$ cat src/rtl/ncl_pkg.sv
// Shared NCL definitions: FSM states, rail indices and the dual-rail digit encoder.
// Imported by the clocked-to-NCL transmitter and the matching receiver.
package ncl_pkg;

  typedef enum logic [0:0] {
    S_NULL = 1'b0,
    S_DATA = 1'b1
  } tx_state_e;

  localparam int RAIL0 = 0;
  localparam int RAIL1 = 1;

  localparam logic [1:0] NULL_DIGIT = 2'b00;

  // A set bit raises rail 1, a clear bit raises rail 0; never both.
  function automatic logic [1:0] dr_encode(input logic b);
    logic [1:0] digit;
    digit        = NULL_DIGIT;
    digit[RAIL1] = b;
    digit[RAIL0] = ~b;
    return digit;
  endfunction

endpackage

$ cat src/rtl/ncl_sync.sv
// Multi-flop synchronizer for an asynchronous level, with a selectable reset value.
// Shared by the NCL transmitter and receiver for their completion inputs.
module ncl_sync #(
  parameter int unsigned STAGES    = 2,
  parameter logic        RESET_VAL = 1'b1
) (
  input  logic clk,
  input  logic init,
  input  logic d,
  output logic q
);

  logic [STAGES-1:0] sync_q;

  always_ff @(posedge clk) begin
    if (init) begin
      sync_q <= {STAGES{RESET_VAL}};
    end else begin
      sync_q <= {sync_q[STAGES-2:0], d};
    end
  end

  assign q = sync_q[STAGES-1];

endmodule

$ cat src/rtl/ncl_sync_tx.sv
// Clocked-to-NCL transmitter: takes valid/ready words and drives them into an NCL
// pipeline as DATA then NULL wavefronts, paced by the synchronized completion ZCOMP.
module ncl_sync_tx
  import ncl_pkg::*;
#(
  parameter int unsigned WIDTH       = 8,
  parameter int unsigned SYNC_STAGES = 2,
  parameter int unsigned TIMEOUT     = 1023
) (
  input  logic               clk,
  input  logic               init,
  input  logic [WIDTH-1:0]   in_data,
  input  logic               in_valid,
  output logic               in_ready,
  output logic [2*WIDTH-1:0] Z,
  input  logic               ZCOMP,
  output logic               stall,
  output logic [15:0]        tx_count
);

  localparam int unsigned   TmoW    = (TIMEOUT < 2) ? 1 : $clog2(TIMEOUT + 1);
  localparam logic [TmoW-1:0] TmoMax  = TmoW'(TIMEOUT);
  localparam logic [TmoW-1:0] TmoLast = TmoW'(TIMEOUT - 1);

  tx_state_e          state_q;
  logic [2*WIDTH-1:0] z_q;
  logic [15:0]        tx_count_q;
  logic               stall_q;
  logic [TmoW-1:0]    tmo_q;
  logic               zc_s;
  logic               accept;
  logic [2*WIDTH-1:0] z_data;

  // Reset to 1 so nothing is offered until downstream has visibly requested DATA.
  ncl_sync #(
    .STAGES   (SYNC_STAGES),
    .RESET_VAL(1'b1)
  ) u_zcomp_sync (
    .clk (clk),
    .init(init),
    .d   (ZCOMP),
    .q   (zc_s)
  );

  assign in_ready = (state_q == S_NULL) && !zc_s;
  assign accept   = in_valid && in_ready;

  always_comb begin
    z_data = '0;
    for (int i = 0; i < int'(WIDTH); i++) begin
      z_data[2*i +: 2] = dr_encode(in_data[i]);
    end
  end

  always_ff @(posedge clk) begin
    if (init) begin
      state_q    <= S_NULL;
      z_q        <= {WIDTH{NULL_DIGIT}};
      tx_count_q <= 16'd0;
      stall_q    <= 1'b0;
      tmo_q      <= '0;
    end else begin
      case (state_q)
        S_NULL: begin
          if (accept) begin
            z_q     <= z_data;
            tmo_q   <= '0;
            state_q <= S_DATA;
          end
        end
        S_DATA: begin
          if (zc_s) begin
            z_q        <= {WIDTH{NULL_DIGIT}};
            tx_count_q <= tx_count_q + 16'd1;
            state_q    <= S_NULL;
          end else if (tmo_q != TmoMax) begin
            // Timeout only flags; the wavefront stays on Z until completion arrives.
            tmo_q <= tmo_q + 1'b1;
            if (tmo_q == TmoLast) begin
              stall_q <= 1'b1;
            end
          end
        end
        default: begin
          state_q <= S_NULL;
          z_q     <= {WIDTH{NULL_DIGIT}};
        end
      endcase
    end
  end

  assign Z        = z_q;
  assign stall    = stall_q;
  assign tx_count = tx_count_q;

endmodule
$ cat config.mk
export PLATFORM = sky130hd
export DESIGN_NAME = ncl_sync_tx
export DESIGN_NICKNAME = d
export VERILOG_FILES = /design/src/rtl/ncl_pkg.sv /design/src/rtl/ncl_sync.sv /design/src/rtl/ncl_sync_tx.sv
export SDC_FILE = /design/constraint.sdc
export NUM_CORES = 1
export LEC_CHECK = 0
export CORE_AREA = 2 2 67 69
export CTS_CLUSTER_SIZE = 28
export DETAILED_ROUTE_END_ITERATION = 12
export DIE_AREA = 0 0 69 71
export HOLD_SLACK_MARGIN = 0.15
export PLACE_DENSITY_LB_ADDON = 0.2
export SYNTH_ARGS = -nofsm -noshare
export SYNTH_HDL_FRONTEND = slang
export SYNTH_HIERARCHICAL = 1
export SYNTH_SLANG_ARGS = --single-unit
$ cat constraint.sdc
create_clock -name clk -period 1.9 [get_ports clk]
set_input_delay 0.57 -clock clk [delete_from_list [all_inputs] [get_ports clk]]
set_output_delay 0.57 -clock clk [all_outputs]
set_load 0.005 [all_outputs]
==> run summary <==
Setup repair after global routing left no endpoint under its margin. In this design, the stage delay of the slowest critical-path cell is 540 ps. The run gives 290 ps as the latest clock arrival within the worst-skew pair.

Across the routed clock network, the largest skew measured is 5.63 ps. The total standard cell area after synthesis was 0.00198 mm^2; the global placement routability congestion was 0.867. Critical path capture point: tx_count[9]. The clock passes through at most 2 buffers.

The clock buffer count from CTS came out at 5. The die covers 0.00490 mm^2. For the total leakage power, the log shows 0.000976 uW. The finished cells cover 0.00267 mm^2. The biggest area contributor in the post-synthesis netlist is sky130_fd_sc_hd__dfxtp_1. The share of layout cells above drive strength 1 came out at 0.0944. Averaged over all synthesized cells, the footprint is 8.51 um^2. The highest fanout seen on the critical path was 7. After synthesis, the largest family of logic cells by area is simple AND/OR/NAND/NOR gates. In the routed layout, each cell is associated on average with a via count of 5.36. Final routed wire length divided by cell count: 12.7 um. In this run the worst setup path begins at tx_count[9]. The critical path goes through clkdlybuf4s50_1. STA classifies the critical path endpoint as an output port. The number of slew-limit violations in the final report was 0; the sequential cell area fraction in the yosys report was 0.465. The logs give 0.179 for the aggregate global-route resource usage and 46 for the I/O pin count.

The first global-routing pass estimated 7.14 mm of wire. For this run the aggregate overflow at the end of global routing stands at 0. Synthesis produced a netlist with a net count of 248. In this run the post-CTS setup repair buffer count came out at 0. The setup path with the least slack is of type flop to output port. For this run, the number of Yosys warnings is 6. The count of nets left with antenna violations once routing finished came out at 0. The logs give 0 for the count of final hold-check violations and 233 for the number of cells produced by synthesis. The placed instances occupy a cell area of 0.00256 mm^2. After floorplanning, the core was divided into 24 placement rows. On the critical path the largest part of the delay comes from buffers and inverters. Entering global routing, the biggest net connects 26 pins. The die boundary width was 69 um; the placed wire-length estimate was 3.08 mm.

The number of design rule violations left after detail routing was 0. The number of logic stages on the critical path including buffering was 1; the clock sink count was 46. The share of synthesized flip-flops with an asynchronous set or reset works out to 0. The worst-case headroom to the max-slew limit was 0.686; the slew of the pin with the lowest slew margin was 468 ps. The worst reg2reg path endpoint was tmo_q[5]. The CTS clock-pin slew for the worst setup and hold paths works out to 80 ps. The number of antenna violations at the first check in global routing came out at 0. Setup violations remaining at the end of the flow were counted as 0. Final wirelength: 4.30 mm.

The path type of the worst min-delay path is flop to flop. The run gives 300 as the layout net count. The flow ran to the end, and the final reports show no timing, DRC or antenna violations. Ranked by total cell area, the synthesized netlist is headed by sky130_fd_sc_hd__dfxtp_1 46%, sky130_fd_sc_hd__nor2_1 6.6%, sky130_fd_sc_hd__nand3_1 4.8%. The filler cell count in the final layout was 382. Area fraction in compound gates after synthesis: 0.150. The logs give 0 for the antenna cell count and 0.416 mV for the maximum vdd drop. Detailed router's first-iteration violation count: 120. Portion of synthesized cell area occupied by the leading cell type: 0.465. After synthesis the netlist holds a flip-flop and latch count of 46. The fraction of the mapped netlist area in simple logic gates is 0.282, and the maximum achievable frequency is 0.550 GHz.

In this run, synthesis inferred 0 flip-flops with an integrated enable. Critical path buffer and inverter count: 1. The library cell used most frequently in the layout, excluding fill and tap cells, is sky130_fd_sc_hd__clkdlybuf4s50_1. The starting utilization of the core area is 0.471. Across all setup checks in the final design, the least slack found is 81.5 ps. The H-tree was split into 2 levels. The first-pass detailed-route iteration total came out at 4. Prevailing post-synth register cell: sky130_fd_sc_hd__dfxtp_1. The area overhead of the layout relative to synthesis works out to 34.8%.

The tools report the reg-to-reg startpoint as tmo_q[0]. Area of the core region: 0.00420 mm^2. On the critical path, the stage with the largest delay is an instance of sky130_fd_sc_hd__clkdlybuf4s50_1. Prior to clock tree synthesis, the placed netlist has a worst setup slack of -133 ps. Power spread over the standard cell area amounts to 668 mW/mm^2. The tools report the via count of the first global-routing pass as 1583. The tools report the library cell used as clock root buffer as sky130_fd_sc_hd__clkbuf_8. The synthesized-area fraction occupied by adder cells came out at 0.0189.

The worst setup path is launched from a flop. The worst register-to-register path has a setup slack of 220 ps. Measured in cells, the most critical reg-to-reg path has a length of 5. STA puts the critical path data required time at 1330 ps. The top cell types in the final layout, fill and taps aside, are 44 x sky130_fd_sc_hd__clkdlybuf4s50_1, 43 x sky130_fd_sc_hd__dfxtp_1, 35 x sky130_fd_sc_hd__nor2_1. During placement, the flow inserted port buffers numbering 45. The netlist uses 35 different library cells. The die boundary height was 71 um. The tool flagged a number of max-cap violations equal to 0. The multiplexer share of the synthesized area was 0; the xor and xnor area share after synthesis was 0.0442.

TritonCTS built the clock tree. Period utilization: 0.957. Detailed routing inserted a total of 1812 vias.

The final critical delay including setup and external delays works out to 1820 ps. For the worst setup path, the data arrival time is 1250 ps.
## power breakdown
| part | switching (uW) | total, uW | leakage, uW | internal, uW |
|---|---|---|---|---|
| logic | 47.2 | 106 | 0.000551 | 58.6 |
| registers | 5.70 | 979 | 0.000373 | 973 |
| clock network | 307 | 701 | 0.0000524 | 394 |
## cells in the mapped netlist (2+ instances only)
master	number
sky130_fd_sc_hd__a21o_1	2
sky130_fd_sc_hd__a21oi_1	17
sky130_fd_sc_hd__a31oi_1	11
sky130_fd_sc_hd__and3_1	2
sky130_fd_sc_hd__and4_1	4
sky130_fd_sc_hd__buf_2	3
sky130_fd_sc_hd__clkbuf_1	9
sky130_fd_sc_hd__dfxtp_1	46
sky130_fd_sc_hd__ha_1	3
sky130_fd_sc_hd__inv_1	5
sky130_fd_sc_hd__nand2_1	18
sky130_fd_sc_hd__nand2b_1	2
sky130_fd_sc_hd__nand3_1	19
sky130_fd_sc_hd__nand4_1	5
sky130_fd_sc_hd__nor2_1	35
sky130_fd_sc_hd__nor3_1	4
sky130_fd_sc_hd__nor4_1	6
sky130_fd_sc_hd__o21ai_0	3
sky130_fd_sc_hd__o311ai_0	3
sky130_fd_sc_hd__o31ai_1	3
sky130_fd_sc_hd__o41ai_1	2
sky130_fd_sc_hd__or2_1	3
sky130_fd_sc_hd__or3_1	3
sky130_fd_sc_hd__or4_1	5
sky130_fd_sc_hd__xor2_1	10
## cell families (layout without fill, tap and decap cells)
logic type                 count (synthesis)  in the layout
xor gates and xnor gates                  10             10
and+or+nand+nor                          110            110
buffers and inverters                     18             71
AOI/OAI and AO/OA                         46             46
adders and majority gates                  3              3
DFF                                       46             46
## through the flow
| stage | total power, uW | TNS (ps) | hold slack [ps] | cells | utilization |
|---|---|---|---|---|---|
| final | 1790 | 0 | 408 | 338 | 0.636 |
| after global routing | 1870 | 0 | 436 | 338 | 0.636 |
| after CTS | 1810 | 0 | 413 | 338 | 0.634 |
| after detailed placement | 1110 | -1080 | 393 | 330 | 0.609 |
| after global placement | 1110 | -885 | 385 | 330 | 0.609 |
| after floorplan | 1040 | 0 | 383 | 233 | - |
## registers in the layout (all words and copies together) (netlist names)
signal               cells
Z                       16
stall                    1
tmo_q                   10
state_q                  1
u_zcomp_sync/sync_q      2
tx_count                16
## per-layer routing
layer / wire (um) / up-vias / share of wire / track usage
met3: 234 / 6 / 0.054 / 0.0499
li1: - / 942 / - / -
met5: 0 / - / 0 / 0
met4: 57 / 0 / 0.013 / 0.0588
met1: 2100 / 824 / 0.49 / 0.246
met2: 1900 / 40 / 0.44 / 0.272
## timing repair
item	4_1_cts	5_1_grt
hold buffers	0	0
setup endpoints to repair	0	3
resized for setup	0	4
## area by class of cell
type / count / area [um^2] / area share
Multi-Input combinational cell: 169 / 982 / 0.368
Tap cell: 52 / 65.1 / 0.0243
Sequential cell: 46 / 925 / 0.346
Clock inverter: 1 / 30.0 / 0.0112
Timing Repair Buffer: 58 / 576 / 0.215
Clock buffer: 7 / 76.3 / 0.0286
Inverter: 5 / 18.8 / 0.00702
## worst min-delay path by stage
| stage | cells past startpoint | slack (ps) | startpoint | end |
|---|---|---|---|---|
| after global routing | 1 | 440 | u_zcomp_sync/sync_q[0] | u_zcomp_sync/sync_q[1] |
| after detailed placement | 1 | 390 | u_zcomp_sync/sync_q[0] | u_zcomp_sync/sync_q[1] |
| after floorplan | 1 | 380 | u_zcomp_sync/sync_q[0] | u_zcomp_sync/sync_q[1] |
| after global placement | 1 | 390 | u_zcomp_sync/sync_q[0] | u_zcomp_sync/sync_q[1] |
| after CTS | 1 | 410 | u_zcomp_sync/sync_q[0] | u_zcomp_sync/sync_q[1] |
| final | 1 | 410 | u_zcomp_sync/sync_q[0] | u_zcomp_sync/sync_q[1] |
(Power assumes the default switching activity.)
